## src/rtl/altair_boot_pkg.sv

```systemverilog
// Shared definitions for the boot-ROM copy engine.
//   boot_state_e      : copy FSM states
//   DEST_BASE_DEFAULT : RAM address the turnkey loader image lands at
package altair_boot_pkg;

    typedef enum logic [1:0] {
        IDLE  = 2'd0,
        READ  = 2'd1,
        WRITE = 2'd2,
        DONE  = 2'd3
    } boot_state_e;

    localparam logic [15:0] DEST_BASE_DEFAULT = 16'hFF00;

endpackage

```

## src/rtl/rom_boot_loader.sv

```systemverilog
// Copies COUNT bytes from the synchronous boot ROM into main RAM at DEST_BASE while holding the
// CPU off the bus. One byte takes a READ cycle (address to ROM) followed by one or more WRITE
// cycles (ROM data presented to RAM until ram_ready accepts it).
//
// Ports:
//   clk        in   system clock, rising edge
//   reset_n    in   asynchronous active-low reset
//   start      in   copy request, sampled only in IDLE/DONE
//   rom_addr   out  ROM read address
//   rom_rd     out  ROM read enable
//   rom_data   in   ROM data, valid the cycle after rom_rd
//   ram_addr   out  RAM write address
//   ram_data   out  RAM write data
//   ram_we     out  RAM write request
//   ram_ready  in   RAM accepts a write when ram_we & ram_ready
//   busy       out  copy in progress
//   done       out  copy finished, held until next start or reset
//   cpu_hold   out  keep the CPU in reset/wait
//   checksum   out  modulo-2^DATA_WIDTH sum of bytes written this run
module rom_boot_loader
    import altair_boot_pkg::*;
#(
    parameter int unsigned                   ROM_ADDR_WIDTH = 8,
    parameter int unsigned                   RAM_ADDR_WIDTH = 16,
    parameter int unsigned                   DATA_WIDTH     = 8,
    parameter int unsigned                   COUNT          = 256,
    parameter logic [RAM_ADDR_WIDTH-1:0]     DEST_BASE      = RAM_ADDR_WIDTH'(DEST_BASE_DEFAULT),
    parameter bit                            AUTO_START     = 1'b1
) (
    input  logic                      clk,
    input  logic                      reset_n,
    input  logic                      start,
    output logic [ROM_ADDR_WIDTH-1:0] rom_addr,
    output logic                      rom_rd,
    input  logic [DATA_WIDTH-1:0]     rom_data,
    output logic [RAM_ADDR_WIDTH-1:0] ram_addr,
    output logic [DATA_WIDTH-1:0]     ram_data,
    output logic                      ram_we,
    input  logic                      ram_ready,
    output logic                      busy,
    output logic                      done,
    output logic                      cpu_hold,
    output logic [DATA_WIDTH-1:0]     checksum
);

    // One extra bit so COUNT == 2**ROM_ADDR_WIDTH can be represented without wrapping.
    localparam int unsigned       IDX_W    = ROM_ADDR_WIDTH + 1;
    localparam logic [IDX_W-1:0]  LAST_IDX = IDX_W'(COUNT - 1);

    boot_state_e               state_q, state_d;
    logic [IDX_W-1:0]          index_q, index_d;
    logic [ROM_ADDR_WIDTH-1:0] rom_addr_q, rom_addr_d;
    logic [RAM_ADDR_WIDTH-1:0] ram_addr_q, ram_addr_d;
    logic [DATA_WIDTH-1:0]     checksum_q, checksum_d;
    logic                      done_q, done_d;
    logic                      auto_pending_q, auto_pending_d;

    always_ff @(posedge clk or negedge reset_n) begin
        if (!reset_n) begin
            state_q        <= IDLE;
            index_q        <= '0;
            rom_addr_q     <= '0;
            ram_addr_q     <= DEST_BASE;
            checksum_q     <= '0;
            done_q         <= 1'b0;
            auto_pending_q <= AUTO_START;
        end else begin
            state_q        <= state_d;
            index_q        <= index_d;
            rom_addr_q     <= rom_addr_d;
            ram_addr_q     <= ram_addr_d;
            checksum_q     <= checksum_d;
            done_q         <= done_d;
            auto_pending_q <= auto_pending_d;
        end
    end

    always_comb begin
        state_d        = state_q;
        index_d        = index_q;
        rom_addr_d     = rom_addr_q;
        ram_addr_d     = ram_addr_q;
        checksum_d     = checksum_q;
        done_d         = done_q;
        auto_pending_d = auto_pending_q;

        unique case (state_q)
            IDLE, DONE: begin
                // A start coinciding with a pending auto-start still yields a single run.
                if (start || auto_pending_q) begin
                    state_d        = READ;
                    index_d        = '0;
                    rom_addr_d     = '0;
                    checksum_d     = '0;
                    done_d         = 1'b0;
                    auto_pending_d = 1'b0;
                end
            end
            READ: begin
                state_d    = WRITE;
                // Destination wraps at the top of the RAM address space.
                ram_addr_d = DEST_BASE + RAM_ADDR_WIDTH'(index_q);
            end
            WRITE: begin
                if (ram_ready) begin
                    checksum_d = checksum_q + rom_data;
                    if (index_q == LAST_IDX) begin
                        state_d = DONE;
                        done_d  = 1'b1;
                    end else begin
                        state_d    = READ;
                        index_d    = index_q + IDX_W'(1);
                        rom_addr_d = ROM_ADDR_WIDTH'(index_q + IDX_W'(1));
                    end
                end
            end
            default: state_d = IDLE;
        endcase
    end

    // State decodes; ram_we follows the async-reset state register so it drops immediately.
    assign rom_rd   = (state_q == READ);
    assign ram_we   = (state_q == WRITE);
    assign busy     = (state_q == READ) || (state_q == WRITE);
    assign cpu_hold = busy || ((state_q == IDLE) && auto_pending_q);

    assign rom_addr = rom_addr_q;
    assign ram_addr = ram_addr_q;
    // ROM output is held while rom_rd is low, so it is stable for the whole WRITE phase.
    assign ram_data = rom_data;
    assign done     = done_q;
    assign checksum = checksum_q;

endmodule
```

## config.mk

```make
export PLATFORM = sky130hd
export DESIGN_NAME = rom_boot_loader
export DESIGN_NICKNAME = d
export VERILOG_FILES = /design/src/rtl/altair_boot_pkg.sv /design/src/rtl/rom_boot_loader.sv
export SDC_FILE = /design/constraint.sdc
export NUM_CORES = 1
export LEC_CHECK = 0
export CAP_MARGIN = 40
export CELL_PAD_IN_SITES_DETAIL_PLACEMENT = 2
export CELL_PAD_IN_SITES_GLOBAL_PLACEMENT = 2
export CORE_ASPECT_RATIO = 1.1
export CORE_MARGIN = 4
export CORE_UTILIZATION = 25
export DETAILED_ROUTE_END_ITERATION = 8
export PLACE_DENSITY = 0.8
export SYNTH_ARGS = -nofsm -noshare
export SYNTH_HDL_FRONTEND = slang
export SYNTH_SLANG_ARGS = --single-unit
```

## constraint.sdc

```tcl
create_clock -name clk -period 1.87 [get_ports clk]
set_input_delay 0.187 -clock clk [delete_from_list [all_inputs] [get_ports clk]]
set_output_delay 0.187 -clock clk [all_outputs]
set_load 0.01 [all_outputs]
```

Yosys cells after proc, flatten, opt, wreduce, memory -nomap -nowiden
Cells that the tools add are included.
{"block": "classes", "n_addsub": 3, "n_eq_ne": 8, "mux": 18, "reduce_logical": 12}
{"operator": "2-to-1 mux 8 bit", "count": 4}
{"operator": "case mux 8 bit (2 select lines)", "count": 2}
{"operator": "2-to-1 mux 9 bit", "count": 3}
{"operator": "case mux 9 bit (2 select lines)", "count": 1}
{"operator": "adder 9 x 10 -> 11 bit, first input constant", "count": 1}
{"operator": "adder 9 x 1 -> 9 bit, second input constant", "count": 1}
{"operator": "equality test 9 x 8 -> 1 bit, second input constant", "count": 1}
{"operator": "adder 8 bit", "count": 1}
{"operator": "AND reduction 4 bit", "count": 2}
{"operator": "2-to-1 mux 2 bit", "count": 3}
{"operator": "case mux 2 bit (3 select lines)", "count": 1}
{"operator": "equality test 2 bit, second input constant", "count": 2}
{"operator": "inequality test 2 x 1 -> 1 bit, second input constant", "count": 2}
{"operator": "inequality test 2 bit, second input constant", "count": 2}
{"operator": "AND reduction 2 bit", "count": 2}
{"operator": "logical OR 1 bit", "count": 3}
{"operator": "2-to-1 mux 1 bit", "count": 3}
{"operator": "AND reduction 3 bit", "count": 1}
{"operator": "equality test 2 x 1 -> 1 bit, second input constant", "count": 1}
{"operator": "logical NOT 2 bit", "count": 1}
{"operator": "case mux 1 bit (2 select lines)", "count": 1}
{"operator": "nonzero test 2 bit", "count": 1}
{"operator": "OR reduction 2 bit", "count": 1}
{"operator": "logical AND 1 bit", "count": 1}
{"block": "word_totals", "ff_bits": 45, "in_bits": 12, "out_inout_bits": 45, "word_cells": 48}

Depth between registers and ports, before layout
{"block": "logic_depth", "ltp_word": 4, "mapped_depth": 9, "depth_no_buf": 9}

Least setup slack after synthesis
Ideal clock, no wire load.
{"block": "synth_timing", "kind": "register to register", "start": "register state_q[0]", "end": "register checksum_q[6] (netlist: checksum[6])", "setup_ns": 0.129, "t_arrival_ns": 1.804, "t_required_ns": 1.741, "slack_ns": -0.063, "path_stages_with_launch": 9, "n_path_buf": 1, "synth_period_minus_slack_ns": 1.933, "cell_sequence": "dfrtp_1 > inv_1 > ha_1 > or3_1 > clkbuf_2 > nand3_2 > nor4b_1 > a211oi_1 > nand3_1"}
{"block": "synth_between", "elab_chain_len": 4, "word_cells_on_any_way": 9, "cone_classes": "eq/ne (4); mux (1); reduce/logical (4)"}
{"item": "from (decl)", "line_no": "rom_boot_loader.sv:50", "rtl": "boot_state_e state_q, state_d;"}
{"item": "from (signal assigned)", "line_no": "rom_boot_loader.sv:68", "rtl": "state_q <= state_d;"}
{"item": "equality test 2 bit or logical NOT 2 bit (tied branches)", "line_no": "rom_boot_loader.sv:87", "rtl": "unique case (state_q)"}
{"item": "OR reduction 2 bit", "line_no": "rom_boot_loader.sv:87"}
{"item": "inequality test 2 bit (no source line) or nonzero test 2 bit (tied branches)"}
{"item": "AND reduction 3 bit (no source line)"}
{"item": "to (signal assigned)", "line_no": "rom_boot_loader.sv:72", "rtl": "checksum_q <= checksum_d;"}
{"item": "to (decl)", "line_no": "rom_boot_loader.sv:54", "rtl": "logic [DATA_WIDTH-1:0] checksum_q, checksum_d;"}
Parallel ways exist; a longest one is shown, timed or not.
A chain may end at the register's enable or synchronous reset.

Worst setup path in the final report
{"block": "layout_timing", "start": "input port rom_data[2]", "end": "register checksum_q[7] (netlist: checksum[7])"}
{"block": "layout_between", "elab_chain_len": 3}
{"item": "from (decl)", "line_no": "rom_boot_loader.sv:35", "rtl": "input logic [DATA_WIDTH-1:0] rom_data,"}
{"item": "adder 8 bit", "line_no": "rom_boot_loader.sv:106", "rtl": "checksum_d = checksum_q + rom_data;"}
{"item": "2-to-1 mux 8 bit", "line_no": "rom_boot_loader.sv:105", "rtl": "if (ram_ready) begin"}
{"item": "case mux 8 bit (2 select lines)", "line_no": "rom_boot_loader.sv:87"}
No other way between the ends. The select of a mux whose other input is x is not followed.

==> run summary <==
Overall track demand over capacity in global routing = 13.9%
Static leakage = 1.34 nW
Via count of the first global-routing pass = 1856
Top cell type's share of synthesized area = 39.1%
Internal power summed over all cells = 2.27 mW
Sw power = 1.49 mW
Met2 demand-to-capacity share in global routing = 23.7%
Clock transition time at the flip-flop clock pins of the worst setup and hold paths = 70 ps
Number of sinks driven by the clock tree = 30
Post-detailed-placement cell area = 0.00260 mm^2
Parity-gate share of the synthesized area counting xor and xnor cells = 4.40%
Share of the clock period used by the worst path = 100%
R2r startpoint = checksum[1]$_DFFE_PN0P_
Worst EP arrival = 2080 ps
Floorplan die area = 0.00859 mm^2
Via Count = 1634
Unrepaired setup endpoints after global routing = yes
H-tree levels = 2
Floorplan die width = 88.7 um
Final Critical Period = 1870 ps
Avg Vias per Cell = 4.70
Sequential group share of total power = 22.9%
Proportion of synthesized flip-flops having asynchronous set or reset = 100%
Number of warnings reported in the yosys synthesis log = 0
Max_cap viols = 0
Final worst slack = -1.05 ps
Hold buffers post-CTS = 0
Routability cong. = 0.780
Multi-input gate area = 0.00105 mm^2
Complex-gate fraction of the synthesized area = 11.5%
Adder-cell share of the synthesized area = 10.2%
Synthesized netlist net count = 201
Initial antenna violation count = 0
Worst Tran Pin Value = 418 ps
Number of buffers created by CTS = 5
Dpl ws = -379 ps
Sequential element share of the synthesized area = 42.0%
Cell taking the most area after synthesis = sky130_fd_sc_hd__dfrtp_1
Avg WL per Cell = 17.4 um
Worst Hold Margin = 314 ps
Dominant combinational cell family by area after synthesis = simple AND/OR/NAND/NOR gates
Peak clock frequency supported by timing = 534 MHz
Total negative slack = -1.05 ps
Setup violations, final = 1
Clk network pwr share = 13.7%
Status = complete, but fails checks
Reg-to-reg slack, setup = -1 ps
Count of different cell masters after synthesis = 43
Pre-antenna DRT Iters = 4
DIE HEIGHT = 96.8 um
Total area of sequential cells = 753 um^2
Sort of element at the end of the critical path = flip-flop
Post-Route Skew = 4.74 ps
Required arrival time at the worst endpoint = 2080 ps
Hold violation total from the final report = 0
Synth area leaders = sky130_fd_sc_hd__dfrtp_1 (39%), sky130_fd_sc_hd__buf_4 (9.6%), sky130_fd_sc_hd__ha_1 (9.1%)
Global-route track usage on met3 = 2.90%
Layout cells sized above 1 = 39.5%
Final ANT Viol Nets = 0
Failing checks = negative setup slack
Cell area after synthesis = 0.00179 mm^2
Count of placed standard cells including taps = 334
Maximum root-to-sink buffer count = 2
Fillcell total = 729
Diode count = 0
Headroom to the max-slew limit = 72.2%
Total grt overflow = 0
Quantity of I/O buffers inserted on ports = 56
Mux contribution to synthesized area = 6.28%
Worst vdd rail ir drop = 0.000554 V
Critical setup path kind = in -> reg
Number of standard-cell rows in the floorplan = 32
Number of synthesized flops with an enable pin = 0
Post-route DRC violation count = 0
Pins Over Slew Limit = 0
Half-perimeter wire length after placement = 4.26 mm
Signed area change from the synthesized netlist to the final layout = 63.2%
Pin count of the biggest net entering global routing = 31
Synthesized area per cell = 10.2 um^2
Clock latency on the worst-skew pair = 280 ps
Switching fraction of total power = 39.7%
Number of standard cells in the layout, taps in and fillers out = 348
Root buffer cell = sky130_fd_sc_hd__clkbuf_8
Met1 Resource Use GR = 17.2%
Peak fanout along the critical path = 3
GRT busiest layer = met2
Routed Wire Length = 6.06 mm
Simple-Gate Fraction of Synth Area = 14.9%
Share of total power in combinational logic = 63.4%
Starting utilization of the core area = 25.6%
Endpoint of the worst register-to-register path = checksum[7]$_DFFE_PN0P_
Flip-flop and latch count after synthesis = 30
Launching element type of the critical path = primary input
Final design area excluding fillers = 0.00292 mm^2
Final core utilization = 41.7%
Total power of the final layout = 3.76 mW
Core region area = 0.00701 mm^2
Initial DRC count = 18
Primary flip-flop cell chosen by synthesis mapping = sky130_fd_sc_hd__dfrtp_1
Syn Inst Count = 175
Total power divided by cell area = 1280 mW/mm^2
Final-stage net count = 288
First-pass GRT wire length = 9.34 mm
Hold crit path type = in -> async
CTS tree = done
I/O pins = 57
Number of cells on the worst reg-to-reg path = 6
worst max path at each step:
stage / start / to / slack, ps / depth (start not counted)
global route: checksum[1]$_DFFE_PN0P_ / checksum[7]$_DFFE_PN0P_ / -90 / 6
finish: rom_data[2] / checksum[7]$_DFFE_PN0P_ / -1 / 7
detailed placement: rom_data[0] / checksum[6]$_DFFE_PN0P_ / -380 / 8
global placement: rom_data[1] / checksum[7]$_DFFE_PN0P_ / -260 / 7
floorplan: state_q[0]$_DFFE_PN0P_ / checksum[6]$_DFFE_PN0P_ / -20 / 8
CTS: rom_data[1] / checksum[7]$_DFFE_PN0P_ / 9 / 7
repair_timing:
action,4_1_cts,5_1_grt
setup buffers,4,2
gates resized for setup,24,28
endpoints found under the setup margin,18,15
pin swaps,7,16
synthesized netlist by cell type, types with 4 or more instances:
cell and count:
sky130_fd_sc_hd__o21ai_0 9, sky130_fd_sc_hd__xnor2_1 4, sky130_fd_sc_hd__ha_1 13, sky130_fd_sc_hd__buf_4 23, sky130_fd_sc_hd__nand3_1 4, sky130_fd_sc_hd__a21oi_1 5, sky130_fd_sc_hd__nand2_1 17, sky130_fd_sc_hd__nor2_1 14
sky130_fd_sc_hd__dfrtp_1 28, sky130_fd_sc_hd__xor2_1 5, sky130_fd_sc_hd__mux2_2 10
placed cells by master (no fill, tap or decap), types with 3 or more instances in the layout:
master	instances
sky130_fd_sc_hd__xor2_1	4
sky130_fd_sc_hd__a22o_1	3
sky130_fd_sc_hd__o21ai_0	6
sky130_fd_sc_hd__buf_4	49
sky130_fd_sc_hd__ha_4	4
sky130_fd_sc_hd__mux2_2	10
sky130_fd_sc_hd__nand2_4	3
sky130_fd_sc_hd__clkbuf_8	5
sky130_fd_sc_hd__ha_2	4
sky130_fd_sc_hd__xnor2_1	3
sky130_fd_sc_hd__clkdlybuf4s50_1	52
sky130_fd_sc_hd__dfrtp_1	28
sky130_fd_sc_hd__a21oi_1	3
sky130_fd_sc_hd__nand3_1	3
sky130_fd_sc_hd__a21o_1	3
sky130_fd_sc_hd__ha_1	5
sky130_fd_sc_hd__nor2_1	12
sky130_fd_sc_hd__nand2_1	13
cell type report:
class                      count  area share [%]
timing repair buffer         105            31.6
multi-input combinational    117            35.8
clock inverter                 2           0.342
clock buffer                   6            2.48
sequential                    30            25.8
tap                           85            3.64
inverter                       3           0.385
routing by layer:
layer | wire length (um) | part of all wire (%)
met5 | 0 | 0
met4 | 84 | 1.4
met3 | 222 | 3.7
met2 | 3260 | 54
met1 | 2500 | 41
cell families (layout without fill, tap and decap cells):
logic type	Yosys count	in the layout
muxes	10	10
xor gates and xnor gates	9	9
DFF	30	30
adders and majority gates	14	14
and+or+nand+nor	53	53
AOI/OAI and AO/OA	31	31
buffers and inverters	28	116
state kept, by name (all words and copies together) (netlist names):
register and cells:
auto_pending_q 1, state_q 2, done 1, ram_addr 9, checksum 8, index_q 9
critical path, stage by stage:
cell,delay [ps]
sky130_fd_sc_hd__clkdlybuf4s50_1,500
sky130_fd_sc_hd__ha_2,300
sky130_fd_sc_hd__o21ai_2,160
sky130_fd_sc_hd__o211ai_1,130
sky130_fd_sc_hd__and3_1,180
sky130_fd_sc_hd__or4_1,510
sky130_fd_sc_hd__nand3_1,100
power by group through the flow:
stage               Clock, mW  Sequential [mW]  Combinational, mW
floorplan                   0            0.908              0.861
global placement            0            0.852               1.95
detailed placement          0            0.855               2.05
CTS                     0.532            0.855               2.18
global route            0.566            0.880               2.59
finish                  0.514            0.860               2.38
(Power assumes the default switching activity.)
